File: src/rtl/mem_bus_arbiter_pkg.sv
// Shared types and constants for the memory bus arbiter.
// Optional round-robin tie-break is enabled with MEM_BUS_ARB_RR_EN.
package mem_bus_arbiter_pkg;

    typedef enum logic [1:0] {
        BUS_OWNER_NONE = 2'd0,
        BUS_OWNER_DATA = 2'd1,
        BUS_OWNER_INST = 2'd2
    } BusOwner_t;

    localparam int MEM_BUS_ARB_WAIT_W = 8;

endpackage

File: src/rtl/mem_bus_arbiter_if.sv
// Simple CPU memory bus: request fields from master, response from slave.
// Stall means the current request has not completed this cycle.
interface Bus_if;

    logic        read;
    logic        write;
    logic [31:0] address;
    logic [31:0] data_wr;
    logic [3:0]  mask;
    logic [31:0] data_rd;
    logic        stall;
    logic [5:0]  interrupt;

    modport master (
        output read, write, address, data_wr, mask,
        input  data_rd, stall, interrupt
    );

    modport slave (
        input  read, write, address, data_wr, mask,
        output data_rd, stall, interrupt
    );

endinterface

File: src/rtl/mem_bus_arb_starve_cnt.sv
// Counts consecutive cycles the instruction master is kept waiting
// and raises force_inst once the limit is reached.
module mem_bus_arb_starve_cnt
    import mem_bus_arbiter_pkg::*;
#(
    parameter int MAX_INST_WAIT = 8
) (
    input  logic                          clk,
    input  logic                          rst,
    input  logic                          req_inst,
    input  logic                          inst_win,
    input  logic                          mem_stall,
    output logic                          force_inst,
    output logic [MEM_BUS_ARB_WAIT_W-1:0] wait_cnt
);

    localparam int W = MEM_BUS_ARB_WAIT_W;
    localparam logic [W-1:0] SAT   = '1;
    localparam logic [W-1:0] ONE   = W'(1);
    localparam logic [W-1:0] LIMIT = W'(MAX_INST_WAIT);

    always_ff @(posedge clk) begin
        if (rst) begin
            wait_cnt <= '0;
        end else if (!req_inst || (inst_win && !mem_stall)) begin
            wait_cnt <= '0;
        end else if (!inst_win && wait_cnt != SAT) begin
            wait_cnt <= wait_cnt + ONE;
        end
    end

    assign force_inst = (wait_cnt >= LIMIT);

endmodule

File: src/rtl/mem_bus_arbiter.sv
// Shares one memory bus between instruction and data masters.
// Define MEM_BUS_ARB_RR_EN for round-robin tie-break instead of data priority.
module mem_bus_arbiter
    import mem_bus_arbiter_pkg::*;
#(
    parameter int MAX_INST_WAIT = 8
) (
    input  logic       clk,
    input  logic       rst,
    Bus_if.slave       inst_bus,
    Bus_if.slave       data_bus,
    Bus_if.master      mem_bus,
    output logic [1:0] owner
);

    BusOwner_t state;
    BusOwner_t winner;
    logic      req_i;
    logic      req_d;
    logic      force_inst;
    logic      inst_win;
    logic [MEM_BUS_ARB_WAIT_W-1:0] wait_cnt;

    assign req_i    = inst_bus.read | inst_bus.write;
    assign req_d    = data_bus.read | data_bus.write;
    assign inst_win = (winner == BUS_OWNER_INST);

`ifdef MEM_BUS_ARB_RR_EN
    logic last_inst;

    always_ff @(posedge clk) begin
        if (rst) begin
            last_inst <= 1'b0;
        end else if (winner != BUS_OWNER_NONE && !mem_bus.stall) begin
            last_inst <= inst_win;
        end
    end
`endif

    // A locked owner keeps the bus until its stalled transfer finishes.
    always_comb begin
        winner = BUS_OWNER_NONE;
        if (rst) begin
            winner = BUS_OWNER_NONE;
        end else if (state != BUS_OWNER_NONE) begin
            winner = state;
        end else if (force_inst && req_i) begin
            winner = BUS_OWNER_INST;
`ifdef MEM_BUS_ARB_RR_EN
        end else if (req_d && req_i) begin
            winner = last_inst ? BUS_OWNER_DATA : BUS_OWNER_INST;
`endif
        end else if (req_d) begin
            winner = BUS_OWNER_DATA;
        end else if (req_i) begin
            winner = BUS_OWNER_INST;
        end
    end

    always_comb begin
        mem_bus.read    = 1'b0;
        mem_bus.write   = 1'b0;
        mem_bus.address = '0;
        mem_bus.data_wr = '0;
        mem_bus.mask    = '0;
        unique case (winner)
            BUS_OWNER_DATA: begin
                mem_bus.read    = data_bus.read;
                mem_bus.write   = data_bus.write;
                mem_bus.address = data_bus.address;
                mem_bus.data_wr = data_bus.data_wr;
                mem_bus.mask    = data_bus.mask;
            end
            BUS_OWNER_INST: begin
                mem_bus.read    = inst_bus.read;
                mem_bus.write   = inst_bus.write;
                mem_bus.address = inst_bus.address;
                mem_bus.data_wr = inst_bus.data_wr;
                mem_bus.mask    = inst_bus.mask;
            end
            default: ;
        endcase
    end

    assign inst_bus.data_rd = inst_win ? mem_bus.data_rd : '0;
    assign data_bus.data_rd =
        (winner == BUS_OWNER_DATA) ? mem_bus.data_rd : '0;

    assign inst_bus.stall = inst_win ? mem_bus.stall : (req_i & ~rst);
    assign data_bus.stall = (winner == BUS_OWNER_DATA) ?
                            mem_bus.stall : (req_d & ~rst);

    assign data_bus.interrupt = mem_bus.interrupt;
    assign inst_bus.interrupt = '0;

    always_ff @(posedge clk) begin
        if (rst) begin
            state <= BUS_OWNER_NONE;
        end else if (winner != BUS_OWNER_NONE && mem_bus.stall) begin
            state <= winner;
        end else begin
            state <= BUS_OWNER_NONE;
        end
    end

    assign owner = state;

    mem_bus_arb_starve_cnt #(
        .MAX_INST_WAIT (MAX_INST_WAIT)
    ) u_starve (
        .clk        (clk),
        .rst        (rst),
        .req_inst   (req_i),
        .inst_win   (inst_win),
        .mem_stall  (mem_bus.stall),
        .force_inst (force_inst),
        .wait_cnt   (wait_cnt)
    );

endmodule

File: src/flat_wrapper.sv
// flat-port wrapper written by rule: the top's interface ports become plain ports
module mem_bus_arbiter_flat import mem_bus_arbiter_pkg::*;
#(
    parameter int MAX_INST_WAIT = 8
)
  (clk, rst, owner, inst_bus_read, inst_bus_write, inst_bus_address, inst_bus_data_wr, inst_bus_mask, inst_bus_data_rd, inst_bus_stall, inst_bus_interrupt, data_bus_read, data_bus_write, data_bus_address, data_bus_data_wr, data_bus_mask, data_bus_data_rd, data_bus_stall, data_bus_interrupt, mem_bus_read, mem_bus_write, mem_bus_address, mem_bus_data_wr, mem_bus_mask, mem_bus_data_rd, mem_bus_stall, mem_bus_interrupt);
  Bus_if inst_bus_i ();
  Bus_if data_bus_i ();
  Bus_if mem_bus_i ();
  input  logic clk;
  input  logic rst;
  output logic [1:0] owner;
  input wire logic [$bits(inst_bus_i.read)-1:0] inst_bus_read;
  input wire logic [$bits(inst_bus_i.write)-1:0] inst_bus_write;
  input wire logic [$bits(inst_bus_i.address)-1:0] inst_bus_address;
  input wire logic [$bits(inst_bus_i.data_wr)-1:0] inst_bus_data_wr;
  input wire logic [$bits(inst_bus_i.mask)-1:0] inst_bus_mask;
  output wire logic [$bits(inst_bus_i.data_rd)-1:0] inst_bus_data_rd;
  output wire logic [$bits(inst_bus_i.stall)-1:0] inst_bus_stall;
  output wire logic [$bits(inst_bus_i.interrupt)-1:0] inst_bus_interrupt;
  input wire logic [$bits(data_bus_i.read)-1:0] data_bus_read;
  input wire logic [$bits(data_bus_i.write)-1:0] data_bus_write;
  input wire logic [$bits(data_bus_i.address)-1:0] data_bus_address;
  input wire logic [$bits(data_bus_i.data_wr)-1:0] data_bus_data_wr;
  input wire logic [$bits(data_bus_i.mask)-1:0] data_bus_mask;
  output wire logic [$bits(data_bus_i.data_rd)-1:0] data_bus_data_rd;
  output wire logic [$bits(data_bus_i.stall)-1:0] data_bus_stall;
  output wire logic [$bits(data_bus_i.interrupt)-1:0] data_bus_interrupt;
  output wire logic [$bits(mem_bus_i.read)-1:0] mem_bus_read;
  output wire logic [$bits(mem_bus_i.write)-1:0] mem_bus_write;
  output wire logic [$bits(mem_bus_i.address)-1:0] mem_bus_address;
  output wire logic [$bits(mem_bus_i.data_wr)-1:0] mem_bus_data_wr;
  output wire logic [$bits(mem_bus_i.mask)-1:0] mem_bus_mask;
  input wire logic [$bits(mem_bus_i.data_rd)-1:0] mem_bus_data_rd;
  input wire logic [$bits(mem_bus_i.stall)-1:0] mem_bus_stall;
  input wire logic [$bits(mem_bus_i.interrupt)-1:0] mem_bus_interrupt;
  assign inst_bus_i.read = inst_bus_read;
  assign inst_bus_i.write = inst_bus_write;
  assign inst_bus_i.address = inst_bus_address;
  assign inst_bus_i.data_wr = inst_bus_data_wr;
  assign inst_bus_i.mask = inst_bus_mask;
  assign inst_bus_data_rd = inst_bus_i.data_rd;
  assign inst_bus_stall = inst_bus_i.stall;
  assign inst_bus_interrupt = inst_bus_i.interrupt;
  assign data_bus_i.read = data_bus_read;
  assign data_bus_i.write = data_bus_write;
  assign data_bus_i.address = data_bus_address;
  assign data_bus_i.data_wr = data_bus_data_wr;
  assign data_bus_i.mask = data_bus_mask;
  assign data_bus_data_rd = data_bus_i.data_rd;
  assign data_bus_stall = data_bus_i.stall;
  assign data_bus_interrupt = data_bus_i.interrupt;
  assign mem_bus_read = mem_bus_i.read;
  assign mem_bus_write = mem_bus_i.write;
  assign mem_bus_address = mem_bus_i.address;
  assign mem_bus_data_wr = mem_bus_i.data_wr;
  assign mem_bus_mask = mem_bus_i.mask;
  assign mem_bus_i.data_rd = mem_bus_data_rd;
  assign mem_bus_i.stall = mem_bus_stall;
  assign mem_bus_i.interrupt = mem_bus_interrupt;
  mem_bus_arbiter #(.MAX_INST_WAIT(MAX_INST_WAIT)) u_core (.clk(clk), .rst(rst), .inst_bus(inst_bus_i), .data_bus(data_bus_i), .mem_bus(mem_bus_i), .owner(owner));
endmodule
File: config.mk
export PLATFORM = sky130hd
export DESIGN_NAME = mem_bus_arbiter_flat
export DESIGN_NICKNAME = d
export VERILOG_FILES = /design/src/rtl/mem_bus_arbiter_pkg.sv /design/src/rtl/mem_bus_arbiter_if.sv /design/src/rtl/mem_bus_arb_starve_cnt.sv /design/src/rtl/mem_bus_arbiter.sv /design/src/flat_wrapper.sv
export SDC_FILE = /design/constraint.sdc
export NUM_CORES = 1
export LEC_CHECK = 0
export CAP_MARGIN = 40
export CORE_AREA = 5 5 125 127
export CTS_CLUSTER_SIZE = 16
export DETAILED_ROUTE_END_ITERATION = 16
export DIE_AREA = 0 0 130 132
export GPL_TIMING_DRIVEN = 0
export PLACE_DENSITY = 0.64
export SKIP_CTS_REPAIR_TIMING = 1
export SLEW_MARGIN = 20
export SYNTH_ARGS = -nofsm -noshare
export SYNTH_HDL_FRONTEND = slang
export SYNTH_SLANG_ARGS = --single-unit
File: constraint.sdc
create_clock -name clk -period 5.4 [get_ports clk]
set_clock_uncertainty 0.1 [all_clocks]
set_input_delay 1.08 -clock clk [delete_from_list [all_inputs] [get_ports clk]]
set_output_delay 1.08 -clock clk [all_outputs]
set_load 0.1 [all_outputs]
==> flow_summary.ini, run 1 <==
[status]
status = complete, no violations

[global_route]
grtUsageMet1_pct = 20.80
top_usage_layer = met2
grt_pass1_vias = 4889
grt_pass1_wl_microns = 27360
antenna_found_initial = 0
grtUsageMet3_pct = 5.146
grt_max_degree = 11
grt-ovfl-total = 0
use_met2_pct = 38.74
track_usage_pct = 20.20

[layout]
diodes = 0
final_cell_area_sq_um = 8304
synthToLayoutAreaGrowth_pct = 300.1
fin_util_pct = 58.02
drive_gt1_share_pct = 23.71
fin_nets = 985

[synth]
synthAdderAreaFrac_pct = 3.014
avgSynthCellArea_sq_um = 6.309
synthFlopType = dfxtp_1
synth-simple-area-share_pct = 43.52
synth_top_family_by_area = simple AND/OR/NAND/NOR gates
synth_seq_area_share_pct = 9.644
ys_warn_count = 0
synth_compound_area_share_pct = 29.72
synthCells = 329
synth-seq-cells = 10
synth.top_cells.by_area = a22oi_1 25%, and2_1 19%, nor2_1 13%
synth.mux.area_fraction_pct = 1.929
netlist_area_sq_um = 2076
ys_async_sr_fraction_pct = 0
synth_top_area_cell = a22oi_1
netlist.area_leader.share_pct = 25.32
yosysMostFrequentCell = nor2_1
synth_edf_count = 0
synth_cell_types = 36
synth-xor-area-share_pct = 0
synth_common_cells = 74 x nor2_1, 70 x a22oi_1, 64 x and2_1, 31 x clkbuf_1, 12 x buf_4

[cts]
cts_tree = yes
cts_max_level = 1
clock_path_buffers = 2
cts_sinks = 10
path_clk_slew_ps = 40
clock-root-buffer = clkbuf_16
numCtsBuffers = 3
insertion_delay_ps = 240

[sta]
rsz0062_at_grt = true
finalSetupViolCount = 0
drv_slew = 0
fin_crit_sh_pct = 97.64
max_freq_mhz = 189.7
fin_crit_ps = 5273
fin_worst_hold_slack_ps = 420.9
hold_viol_final = 0

[detailed_routing]
drt-pass1-iter-count = 4
vias = 4377
antenna_left = 0
drt_iter0_markers = 199
post_drt_wl_per_cell_microns = 18.64
avgViaCountPerCell = 4.462
drt-total-wl_microns = 18280
drc_errors = 0

[critical_path]
crit_type = input pin to output pin
max_stage_delay_ps = 510
worst_setup_path_end_kind = output pin
required_ps = 4220
slowest_stage = clkdlybuf4s50_1
startpoint_type = input pin
critPathTopFamily = buffers and inverters
crit_fanout = 10
r2r_slack_ps = 2320
cp_common_cell = clkdlybuf4s50_1
crit_arrival_ps = 4090
cp_num_buf_inv = 6
path_cells = clkdlybuf4s50_1 > o21ba_2 > o21a_1 > or3_1 > ha_1 > clkbuf_2 > buf_6 > clkbuf_4 > a22oi_1 > nor2_1 > clkdlybuf4s50_1 > buf_16

[hold_path]
holdCritPathClass = flop to flop

[floorplan]
rows = 44
die_w_microns = 130
io_pins = 331
start_util_pct = 14.50
core_area_sq_um = 14310
dieArea_sq_um = 17160
die_y_microns = 132

[power_and_ir_drop]
static-leakage-power_nw = 3.283
cellPowerDensity_nw_per_um2 = 147.1
ir_drop_v = 0.00007784

[flow_run]
drv_cap = 0

[place]
port-buffer-count = 318
dpl_cell_area_sq_um = 8175
place_hpwl_microns = 16100
gp_congestion = 0.8684
-- routing by layer --
| metal | up-vias | share of wire (%) |
|---|---|---|
| li1 | 2081 | - |
| met1 | 1989 | 34 |
| met2 | 270 | 53 |
| met3 | 37 | 9.4 |
| met4 | 0 | 3.5 |
| met5 | - | 0 |
-- cell families (layout without fill, tap and decap cells) --
logic type / after synthesis / count (layout)
DFF: 10 / 10
and+or+nand+nor: 172 / 172
adders and majority gates: 5 / 5
other: 1 / 6
AOI/OAI and AO/OA: 83 / 83
muxes: 4 / 4
buffers and inverters: 54 / 517
-- worst min-delay path, stage by stage (launching register included) --
cell     delay (ps)
dfxtp_1         330
nand4_1          80
mux2i_1          60
-- per-stage QoR --
stage | setup WS [ps] | setup TNS [ps] | power [mW] | instances
2_1_floorplan | 347.7 | 0 | 0.5893 | 334
3_3_place_gp | -1109 | -79530 | 0.8582 | 836
3_5_place_dp | -729.7 | -38250 | 1.086 | 980
4_1_cts | -735.1 | -39500 | 1.222 | 983
5_1_grt | -21.66 | -69.21 | 1.262 | 981
6_report | 127.3 | 0 | 1.222 | 981
-- cell type report --
type | instances | area [sq um]
Clock buffer | 3 | 75.07
Inverter | 6 | 22.52
Timing Repair Buffer | 461 | 5836
Buffer | 47 | 275.3
Tap cell | 184 | 230.2
Fill cell | 1098 | 6010
Sequential cell | 10 | 200.2
Multi-Input combinational cell | 270 | 1665
-- worst paths after layout --
| check | start | cells after the start | to |
|---|---|---|---|
| max | inst_bus_read | 12 | mem_bus_data_wr[30] |
| min | u_core.u_starve.wait_cnt[6]$_SDFFE_PP0P_ | 2 | u_core.u_starve.wait_cnt[6]$_SDFFE_PP0P_ |
| max reg2reg | u_core.u_starve.wait_cnt[4]$_SDFFE_PP0P_ | 8 | u_core.u_starve.wait_cnt[7]$_SDFFE_PP0P_ |
| min reg2reg | u_core.u_starve.wait_cnt[6]$_SDFFE_PP0P_ | 2 | u_core.u_starve.wait_cnt[6]$_SDFFE_PP0P_ |
-- registers in the layout (all words and copies together) (netlist names) --
name,count
u_core.owner,2
u_core.u_starve.wait_cnt,8
-- cell usage in the layout, fill, tap and decap left out, types with 4 or more instances in the layout --
master	n
nand4b_1	4
nand4_1	6
clkbuf_4	6
clkbuf_2	11
a22oi_1	70
buf_8	104
nand2_1	4
and2_1	64
clkdlybuf4s50_1	317
buf_16	40
clkbuf_1	14
mux2i_1	4
inv_1	5
nor2_1	74
ha_1	5
dfxtp_1	10
conb_1	6
buf_4	12
-- where the power goes --
group	leakage (nW)	total [mW]	switching, mW	internal [mW]
clock network	0.0370	0.133	0.0367	0.0962
registers	0.0811	0.0791	0.00281	0.0763
logic	3.16	1.01	0.587	0.422
total	3.28	1.22	0.627	0.595
Power figures use the tool's default switching activity.
==> run 2: changes to the inputs <==
- GPL_ROUTABILITY_DRIVEN: unset -> 0
==> results of run 2 <==
No change in the layout: final DEF, timing and power equal those of run 1.
==> run 3: changes to the inputs <==
- CORE_AREA: 5 5 125 127 -> 2 2 130 132
- DIE_AREA: 0 0 130 132 -> 0 0 132 134
- PLACE_DENSITY: 0.64 -> 0.58
==> run 3 against run 2 <==
Net effect:
- count of clock-buffer cells in the layout grew 1
- register-to-register slack gained 100 ps
- sequential share of layout area is essentially flat
==> flow_summary.ini, run 3 (synthesis results as in run 1) <==
[global_route]
grt_max_degree = 11
antenna_found_initial = 0
grt_pass1_vias = 4607
grt-ovfl-total = 0
track_usage_pct = 17.93
grt_pass1_wl_microns = 25230

[detailed_routing]
avgViaCountPerCell = 4.215
antenna_left = 0
drt_iter0_markers = 128
post_drt_wl_per_cell_microns = 16.52
drt-pass1-iter-count = 4
drt-total-wl_microns = 16770
drc_errors = 0
vias = 4278

[sta]
max_freq_mhz = 188.8
fin_crit_ps = 5296
fin_crit_sh_pct = 98.08
hold_viol_final = 0
drv_slew = 0
fin_ws_ps = 103.7
timing.slew.headroom_pct = 63.68
worstMarginPinSlew_ps = 544.8
rsz0062_at_grt = true
finalSetupViolCount = 0

[layout]
regArea_sq_um = 200.2
finalNonFillerCells = 1015
fin_nets = 982
multi_input_area_sq_um = 1673
n_fill_cell = 1418
largest_reg_flops = 8
fin_util_pct = 50.68
top_register = u_core.u_starve.wait_cnt
synthToLayoutAreaGrowth_pct = 297.7
diodes = 0
final_cell_area_sq_um = 8255
final_common_cell = clkdlybuf4s50_1
layout_common_cells = 315 x clkdlybuf4s50_1, 111 x buf_8, 74 x nor2_1
drive_gt1_share_pct = 23.77

[hold_path]
min-delay-start = u_core.u_starve.wait_cnt[7]$_SDFFE_PP0P_
holdCritPathClass = flop to flop

[place]
dp_cells = 1016
place_hpwl_microns = 14290
preCtsSetupSlack_ps = -884.7
port-buffer-count = 318
dpl_cell_area_sq_um = 8133

[cts]
numCtsBuffers = 3
cts_max_level = 1
cts_tree = yes
clock_path_buffers = 2
clock-root-buffer = clkbuf_16
path_clk_slew_ps = 50
insertion_delay_ps = 240
cts_sinks = 10

[floorplan]
die_y_microns = 134
io_pins = 331
die_w_microns = 132
core_area_sq_um = 16290
dieArea_sq_um = 17690
start_util_pct = 12.74
rows = 47

[status]
status = complete, no violations

[critical_path]
startpoint_type = input pin
required_ps = 4220
startpoint = inst_bus_read
r2r-start = u_core.u_starve.wait_cnt[4]$_SDFFE_PP0P_
worst_setup_path_end_kind = output pin
crit_fanout = 10
crit_arrival_ps = 4120
crit_type = input pin to output pin

[power_and_ir_drop]
cellPowerDensity_nw_per_um2 = 148.5
total_power_mw = 1.226
ir_drop_v = 0.00008664
static-leakage-power_nw = 3.245

[flow_run]
drv_cap = 0
==> run 3: layout make-up <==
| class | count | share of cell area [%] |
|---|---|---|
| buffer | 45 | 3.107 |
| clock buffer | 4 | 1.076 |
| inverter | 6 | 0.2728 |
| multi-input combinational | 270 | 20.26 |
| sequential | 10 | 2.425 |
| tap | 220 | 3.334 |
| timing repair buffer | 460 | 69.52 |
==> run 3: path summary, 6_finish.rpt <==
check / to / slack, ps / cells past startpoint
max: mem_bus_data_wr[14] / 100 / 11
min: u_core.u_starve.wait_cnt[7]$_SDFFE_PP0P_ / 410 / 2
max reg2reg: u_core.u_starve.wait_cnt[7]$_SDFFE_PP0P_ / 2420 / 8
min reg2reg: u_core.u_starve.wait_cnt[7]$_SDFFE_PP0P_ / 410 / 2
==> run 3: where the power goes <==
group | internal [mW] | switching [mW] | leakage (nW)
Sequential | 0.0762 | 0.00253 | 0.0811
Clock | 0.112 | 0.0388 | 0.0442
Combinational | 0.415 | 0.582 | 3.12
==> run 3: metal layers <==
| layer | vias up | wire (microns) | track usage [%] |
|---|---|---|---|
| met5 | - | 0 | 0 |
| met2 | 228 | 8868 | 34.20 |
| li1 | 2075 | - | - |
| met3 | 24 | 1292 | 4.044 |
| met1 | 1951 | 6259 | 20.05 |
| met4 | 0 | 346 | 4.408 |
==> run 3: worst max-delay path, cell delays in order <==
cell,delay [ps]
clkdlybuf4s50_1,460
o21ba_2,250
o21a_1,130
nor3_1,300
ha_2,310
buf_4,230
clkbuf_4,240
a22oi_1,80
nor2_1,190
clkdlybuf4s50_1,630
buf_16,200
==> run 3: stage by stage <==
step,setup TNS [ps],hold slack (ps)
3_5_place_dp,-45130,401.7
6_report,0,409.7
2_1_floorplan,0,366.2
3_3_place_gp,-90300,396.1
5_1_grt,-124.0,421.9
4_1_cts,-45870,408.0
